## src/rtl/noaa_mote_stats.sv

```systemverilog
// noaa_mote_stats: windowed temperature statistics for a sensor mote.
// TN is sampled every SAMPLE_PERIOD cycles. After WINDOW samples the block
// reports either the window average or the population standard deviation,
// selected by the MODE value latched at the first sample of the window.
// Build option: define NOAA_ROUND_AVG_EN to round the average half-up
// instead of truncating it. The standard deviation is floored in both builds.
module noaa_mote_stats #(
  parameter int SAMPLE_PERIOD = 3,
  parameter int WINDOW        = 8
) (
  input  logic        CLK,
  input  logic        RESET_N,
  input  logic        MODE,
  input  logic [11:0] TN,
  output logic        SAMPLE,
  output logic        DONE,
  output logic [11:0] AVG_SD
);
  localparam int LW = $clog2(WINDOW);
  localparam int TW = $clog2(SAMPLE_PERIOD);
  localparam int SW = 12 + LW;        // sum width
  localparam int QW = 24 + LW;        // sum-of-squares width
  localparam int VW = 24 + 2 * LW;    // WINDOW*sumsq and sum*sum width
  localparam logic [TW-1:0] T_LAST = TW'(SAMPLE_PERIOD - 1);
  localparam logic [LW-1:0] C_LAST = LW'(WINDOW - 1);

  typedef enum logic [1:0] {S_IDLE, S_CALC, S_SQRT, S_OUT} state_t;

  // ---------------------------------------------------------------- timer
  logic [TW-1:0] tmr;

  // free-running sample timer, SAMPLE asserted on its last count
  always_ff @(posedge CLK or negedge RESET_N) begin
    if (!RESET_N)          tmr <= '0;
    else if (tmr == T_LAST) tmr <= '0;
    else                   tmr <= tmr + 1'b1;
  end

  assign SAMPLE = (tmr == T_LAST);

  // --------------------------------------------------------- accumulators
  logic [LW-1:0] cnt;
  logic [SW-1:0] sum, sum_nxt;
  logic [QW-1:0] sumsq, sumsq_nxt;
  logic [23:0]   tn_sq;
  logic          mode_lat, mode_cur, win_end;

  assign tn_sq     = {12'd0, TN} * {12'd0, TN};
  assign sum_nxt   = sum + SW'(TN);
  assign sumsq_nxt = sumsq + QW'(tn_sq);
  // first sample of a window takes MODE live; later samples reuse the latch
  assign mode_cur  = (cnt == '0) ? MODE : mode_lat;
  assign win_end   = SAMPLE && (cnt == C_LAST);

  // accumulate each sample; clear on the last one so windows abut
  always_ff @(posedge CLK or negedge RESET_N) begin
    if (!RESET_N) begin
      cnt      <= '0;
      sum      <= '0;
      sumsq    <= '0;
      mode_lat <= 1'b0;
    end else if (SAMPLE) begin
      mode_lat <= mode_cur;
      if (cnt == C_LAST) begin
        cnt   <= '0;
        sum   <= '0;
        sumsq <= '0;
      end else begin
        cnt   <= cnt + 1'b1;
        sum   <= sum_nxt;
        sumsq <= sumsq_nxt;
      end
    end
  end

  // ------------------------------------------------------------- snapshot
  logic [SW-1:0] snap_sum;
  logic [QW-1:0] snap_sq;
  logic          snap_mode;

  // hand the completed window (including its final sample) to compute
  always_ff @(posedge CLK or negedge RESET_N) begin
    if (!RESET_N) begin
      snap_sum  <= '0;
      snap_sq   <= '0;
      snap_mode <= 1'b0;
    end else if (win_end) begin
      snap_sum  <= sum_nxt;
      snap_sq   <= sumsq_nxt;
      snap_mode <= mode_cur;
    end
  end

  // ------------------------------------------------------- average, var
  logic [11:0]   avg;
  logic [VW-1:0] wsq, ssq, var_full;
  logic [23:0]   var_w;

`ifdef NOAA_ROUND_AVG_EN
  // one extra bit so adding WINDOW/2 cannot wrap
  logic [SW:0] sum_rnd;
  assign sum_rnd = {1'b0, snap_sum} + (SW + 1)'(WINDOW / 2);
  assign avg     = 12'(sum_rnd >> LW);
`else
  assign avg     = 12'(snap_sum >> LW);
`endif

  // W*sumsq >= sum^2 always (Cauchy-Schwarz), so the difference is exact
  assign wsq      = VW'(snap_sq) << LW;
  assign ssq      = VW'(snap_sum) * VW'(snap_sum);
  assign var_full = wsq - ssq;
  assign var_w    = 24'(var_full >> (2 * LW));

  // ------------------------------------------------------ square root
  // restoring square root: two radicand bits per cycle, 12 cycles
  logic [23:0] rad;
  logic [13:0] rem;
  logic [11:0] root, root_nxt;
  logic [3:0]  it;
  logic [15:0] rem_sh, trial;
  logic        ge;

  assign rem_sh   = {rem, rad[23:22]};
  assign trial    = {2'b00, root, 2'b01};
  assign ge       = (rem_sh >= trial);
  assign root_nxt = {root[10:0], ge};

  // ------------------------------------------------------------------ FSM
  state_t state, state_nxt;

  // compute state register
  always_ff @(posedge CLK or negedge RESET_N) begin
    if (!RESET_N) state <= S_IDLE;
    else          state <= state_nxt;
  end

  // next-state: CALC, optional 12-cycle SQRT, then one OUT cycle
  always_comb begin
    state_nxt = state;
    case (state)
      S_IDLE: if (win_end) state_nxt = S_CALC;
      S_CALC: state_nxt = snap_mode ? S_SQRT : S_OUT;
      S_SQRT: if (it == 4'd11) state_nxt = S_OUT;
      S_OUT:  state_nxt = win_end ? S_CALC : S_IDLE;
      default: state_nxt = S_IDLE;
    endcase
  end

  assign DONE = (state == S_OUT);

  // datapath: load the root engine in CALC, iterate in SQRT, register result
  always_ff @(posedge CLK or negedge RESET_N) begin
    if (!RESET_N) begin
      rad    <= '0;
      rem    <= '0;
      root   <= '0;
      it     <= '0;
      AVG_SD <= '0;
    end else begin
      case (state)
        S_CALC: begin
          rad  <= var_w;
          rem  <= '0;
          root <= '0;
          it   <= '0;
          if (!snap_mode) AVG_SD <= avg;
        end
        S_SQRT: begin
          rad  <= {rad[21:0], 2'b00};
          rem  <= 14'(ge ? (rem_sh - trial) : rem_sh);
          root <= root_nxt;
          it   <= it + 1'b1;
          if (it == 4'd11) AVG_SD <= root_nxt;
        end
        default: ;
      endcase
    end
  end

endmodule

```

## config.mk

```make
export PLATFORM = sky130hd
export DESIGN_NAME = noaa_mote_stats
export DESIGN_NICKNAME = d
export VERILOG_FILES = /design/src/rtl/noaa_mote_stats.sv
export SDC_FILE = /design/constraint.sdc
export NUM_CORES = 1
export LEC_CHECK = 0
export CORE_UTILIZATION = 40
export DETAILED_ROUTE_END_ITERATION = 12
export GPL_ROUTABILITY_DRIVEN = 0
export GPL_TIMING_DRIVEN = 0
export MAX_ROUTING_LAYER = met4
export RECOVER_POWER = 50
export SLEW_MARGIN = 30
export SYNTH_ARGS = -nofsm -noshare
export SYNTH_HDL_FRONTEND = slang
export SYNTH_SLANG_ARGS = --single-unit
```

## constraint.sdc

```tcl
create_clock -name CLK -period 18.9 [get_ports CLK]
set_input_delay 5.67 -clock CLK [delete_from_list [all_inputs] [get_ports CLK]]
set_output_delay 5.67 -clock CLK [all_outputs]
set_load 0.01 [all_outputs]
```

## Yosys cells after proc, flatten, opt, wreduce, memory -nomap -nowiden

Cells that the tools add are included.

| operators by class | value |
|---|---|
| $add $sub $neg | 7 |
| multipliers | 2 |
| magnitude comparators | 1 |
| equality and inequality tests | 9 |
| mux-type cells | 18 |
| reduce and logical (&&, ||, !) cells | 6 |

Operators by type and width:

| operator | count |
|---|---|
| one-hot mux 12 bit (2 select lines) | 2 |
| one-hot mux 24 bit (2 select lines) | 1 |
| multiplier 15 x 15 -> 30 bit | 1 |
| subtractor 30 bit | 1 |
| one-hot mux 14 bit (2 select lines) | 1 |
| adder 27 x 24 -> 27 bit | 1 |
| two-way mux 27 bit | 1 |
| multiplier 12 x 12 -> 24 bit | 1 |
| two-way mux 12 bit | 2 |
| greater-or-equal comparator 16 x 14 -> 1 bit | 1 |
| adder 15 x 12 -> 15 bit | 1 |
| two-way mux 15 bit | 1 |
| two-way mux 14 bit | 1 |
| subtractor 14 bit | 1 |
| one-hot mux 2 bit (4 select lines) | 1 |
| one-hot mux 4 bit (2 select lines) | 1 |
| equality test 2 bit, second input constant | 3 |
| two-way mux 2 bit | 3 |
| inequality test 2 bit, second input constant | 3 |
| adder 4 x 1 -> 4 bit, second input constant | 1 |
| equality test 4 bit, second input constant | 1 |
| adder 3 x 1 -> 3 bit, second input constant | 1 |
| equality test 3 bit, second input constant | 1 |
| zero test 3 bit | 1 |
| 9 further kinds | 11 |

| storage, ports and cells | value |
|---|---|
| bits in registers | 159 |
| bits of input ports | 15 |
| logic and storage cells | 57 |

## Logic depth before layout (Yosys ltp)

| depth | value |
|---|---|
| depth after elaboration | 4 |
| mapped depth | 24 |
| depth with buffers taken out | 22 |

## Worst setup path after synthesis

No wires, ideal clock.

| timing | value |
|---|---|
| kind | in2reg |
| start point | in TN[5] |
| end point | reg snap_sq[20] |
| setup time | 0.133 ns |
| arrival time | 10.419 ns |
| required time | 18.767 ns |
| path slack | 8.348 ns |
| cell stages on the path | 19 |
| cells stage by stage | clkbuf_1 -> nand2_1 -> fa_1 -> fa_1 -> inv_1 -> fa_1 -> inv_1 -> fa_1 -> inv_1 -> fa_1 -> ha_1 -> clkbuf_1 -> a21oi_1 -> o21ai_0 -> a22o_1 -> a221o_1 -> a31oi_1 -> mux2i_1 -> o211ai_1 |

| on the way | value |
|---|---|
| word-level cells in the longest chain between the ends | 2 |

RTL lines:

| what | RTL line | text |
|---|---|---|
| start: declaration | 14 | `input logic [11:0] TN,` |
| multiplier 12 x 12 -> 24 bit | 48 | `assign tn_sq = {12'd0, TN} * {12'd0, TN};` |
| adder 27 x 24 -> 27 bit | 50 | `assign sumsq_nxt = sumsq + QW'(tn_sq);` |
| end signal: assignment | 89 | `snap_sq <= sumsq_nxt;` |
| end: declaration | 78 | `logic [QW-1:0] snap_sq;` |

No other way between the ends.
A chain may end at the register's enable or synchronous reset.

==> results.sh <==
export IMPL_syn_area_mm2=0.0194
export IMPL_drive_gt1_frac=0.0286
export IMPL_yosysWarnings=0
export IMPL_r2r_setup_slack_ns=11.42
export IMPL_syn_num_nets=2587
export IMPL_met1_usage=0.263
export IMPL_critPathCapture="snap_sq[4]"
export IMPL_busiest_layer="met2"
export IMPL_r2r_cells=22
export IMPL_hold_buffers=0
export IMPL_num_io_pins=29
export IMPL_cpMostUsedCell="clkbuf_1"
export IMPL_use_met3=0.0296
export IMPL_tightest_slew_ns=4.55
export IMPL_async_flop_share=1.00
export IMPL_insertion_delay_ns=0.45
export IMPL_reg2reg_to="rad[22]"
export IMPL_worstSetupStartpoint="RESET_N"
export IMPL_crit_chain="clkbuf_1 > clkbuf_1"
export IMPL_io_buffers=28
export IMPL_clockBufferDepth=2
export IMPL_grt_total_usage=0.210
export IMPL_hpwl_um=40000
export IMPL_die_h_um=222
export IMPL_wl_per_cell_um=17.2
export IMPL_route_vias_total=14300
export IMPL_grt_max_degree=86
export IMPL_cp_top_family="buffers and inverters"
export IMPL_holdPathStages=1
export IMPL_drtAntennaViolNets=0
export IMPL_max_stage_delay_ns=3.37
export IMPL_cts_buffers=17
export IMPL_htreeDepth=4
export IMPL_final_common_cell="inv_1"
export IMPL_status="complete, but fails checks"
export IMPL_antenna_cells=0
export IMPL_r2r_start="snap_sum[13]"
export IMPL_grt_first_pass_wirelength_um=79100
export IMPL_ys_ff_latch=159
export IMPL_hold_class="register to register"
export IMPL_worstPathRequired_ns=18.38
export IMPL_path_depth=2
export IMPL_vias_per_cell=5.12
export IMPL_end_kind="async pin"
export IMPL_worst_setup_path_start_kind="primary input"
export IMPL_cpMaxStageDelayCell="clkbuf_1"
export IMPL_finalHoldViolations=0
export IMPL_arrival_ns=12.18
export IMPL_antenna_found_initial=0
export IMPL_clock_sinks=159
export IMPL_cts_tree="built"
export IMPL_cp_max_fo=85
export IMPL_drc=0
export IMPL_dr_pass1_iters=5
export IMPL_finalClockSkew_ns=0.0138
export IMPL_grt_pass1_vias=15400
export IMPL_syn_inst=2110
export IMPL_avgSynthCellArea_um2=9.18
export IMPL_syn_to_final_growth_pct=8.27
export IMPL_row_count=80
export IMPL_final_cell_mix="inv_1, fa_1, nand2_1"
export IMPL_synth_edf_count=0
export IMPL_drtIter0Drc=853
export IMPL_fmax_mhz=78.7
export IMPL_core_mm2=0.0477
export IMPL_yosys_area_top_type="fa_1"
export IMPL_dieArea_mm2=0.0493
export IMPL_grt_overflow=0
export IMPL_routed_wl_um=47800
export IMPL_crit_type="primary input to async pin"
export IMPL_maxSlewHeadroom=-2.04
export IMPL_violations="max-capacitance violations, max-slew violations"
export IMPL_cts_resized=0
export IMPL_yosysTopAreaCellShare=0.276
export IMPL_met2_usage=0.347
export IMPL_ys_top_cells_by_area="fa_1, dfrtp_1, ha_1"
export IMPL_synth_ff_type="dfrtp_1"
export IMPL_cap_violations=2
export IMPL_cts_setup_buffers=0
export IMPL_tns_ns=0
export IMPL_cts_root_buf="clkbuf_16"
export IMPL_nets=2635
export IMPL_ys_seq_area_frac=0.205
export IMPL_cp_num_buf_inv=2
export IMPL_initial_core_util=0.406
export IMPL_clk_pin_slew_ns=0.07
export IMPL_rsz0062_at_grt="no"
export IMPL_maxSlewViolCount=162
export IMPL_die_w_um=222
export IMPL_setup_viol=0
export IMPL_finalCritPeriodShare=0.672
export IMPL_fin_crit_ns=12.70
export IMPL_ys_types=63
==> cell type report <==
type,count,area [um^2]
Tap cell,615,769
Sequential cell,159,3980
Timing Repair Buffer,29,278
Clock inverter,14,133
Inverter,456,1710
Buffer,75,282
Multi-Input combinational cell,1420,13400
Fill cell,4651,26800
Clock buffer,17,425
==> worst min-delay path by stage <==
stage            from      to  slack [ns]
4_1_cts        tmr[0]  tmr[0]        0.43
3_3_place_gp   tmr[0]  tmr[0]        0.41
2_1_floorplan  tmr[0]  tmr[0]        0.40
5_1_grt        tmr[0]  tmr[0]        0.46
3_5_place_dp   tmr[0]  tmr[0]        0.42
6_report       tmr[0]  tmr[0]        0.43
==> routing by layer <==
layer	up-vias	part of all wire
met1	7119	0.45
li1	6772	-
met2	288	0.48
met3	77	0.040
met5	-	0
met4	0	0.028
==> stage by stage <==
step | utilization | std cells | instance area (um^2) | hold WS (ns) | worst slack (ns)
after floorplan | - | 2110 | 19400 | 0.402 | 8.35
after global placement | 0.428 | 2753 | 20400 | 0.414 | 5.22
after detailed placement | 0.429 | 2754 | 20500 | 0.423 | 6.67
after CTS | 0.440 | 2785 | 21000 | 0.432 | 7.15
after global routing | 0.439 | 2785 | 21000 | 0.461 | 4.73
final | 0.439 | 2785 | 21000 | 0.431 | 6.20
==> state kept, by name, indices dropped and copies added, names as in the netlist, 3 cells and up <==
signal    flops
snap_sq      27
sumsq        27
snap_sum     15
rem          14
AVG_SD       12
it            4
sum          15
root         12
rad          24
cnt           3
==> kinds of logic after synthesis <==
kind of cell               after synthesis  synth area share
adders and majority gates              462             0.402
muxes                                   48            0.0262
DFF                                    159             0.205
buffers and inverters                  531             0.103
AOI/OAI and AO/OA                      340             0.108
xor gates and xnor gates                76            0.0344
and+or+nand+nor                        494             0.121
==> cells in the mapped netlist (6+ instances only) <==
cell and n:
inv_1 455, fa_1 267, nand2_1 200, ha_1 195, dfrtp_1 159, a21oi_1 107
o21ai_0 99, nor2_1 89, and2_1 71, clkbuf_1 70, xnor2_1 41, nand3_1 36
xor2_1 35, mux2i_1 27, a21o_1 26, mux2_2 21, and3_1 16, a22o_1 15
a31oi_1 15, nand2b_1 14, nor2b_1 14, nor3_1 11, o2bb2ai_1 10, nand3b_1 9
nand4_1 9, o21a_1 9, a211oi_1 8, o31ai_1 8, or3_1 7, o21bai_1 6
Power is left out: the tool's default activity adds up to more than one toggle a clock period on the data nets, which glitch-free logic cannot reach.
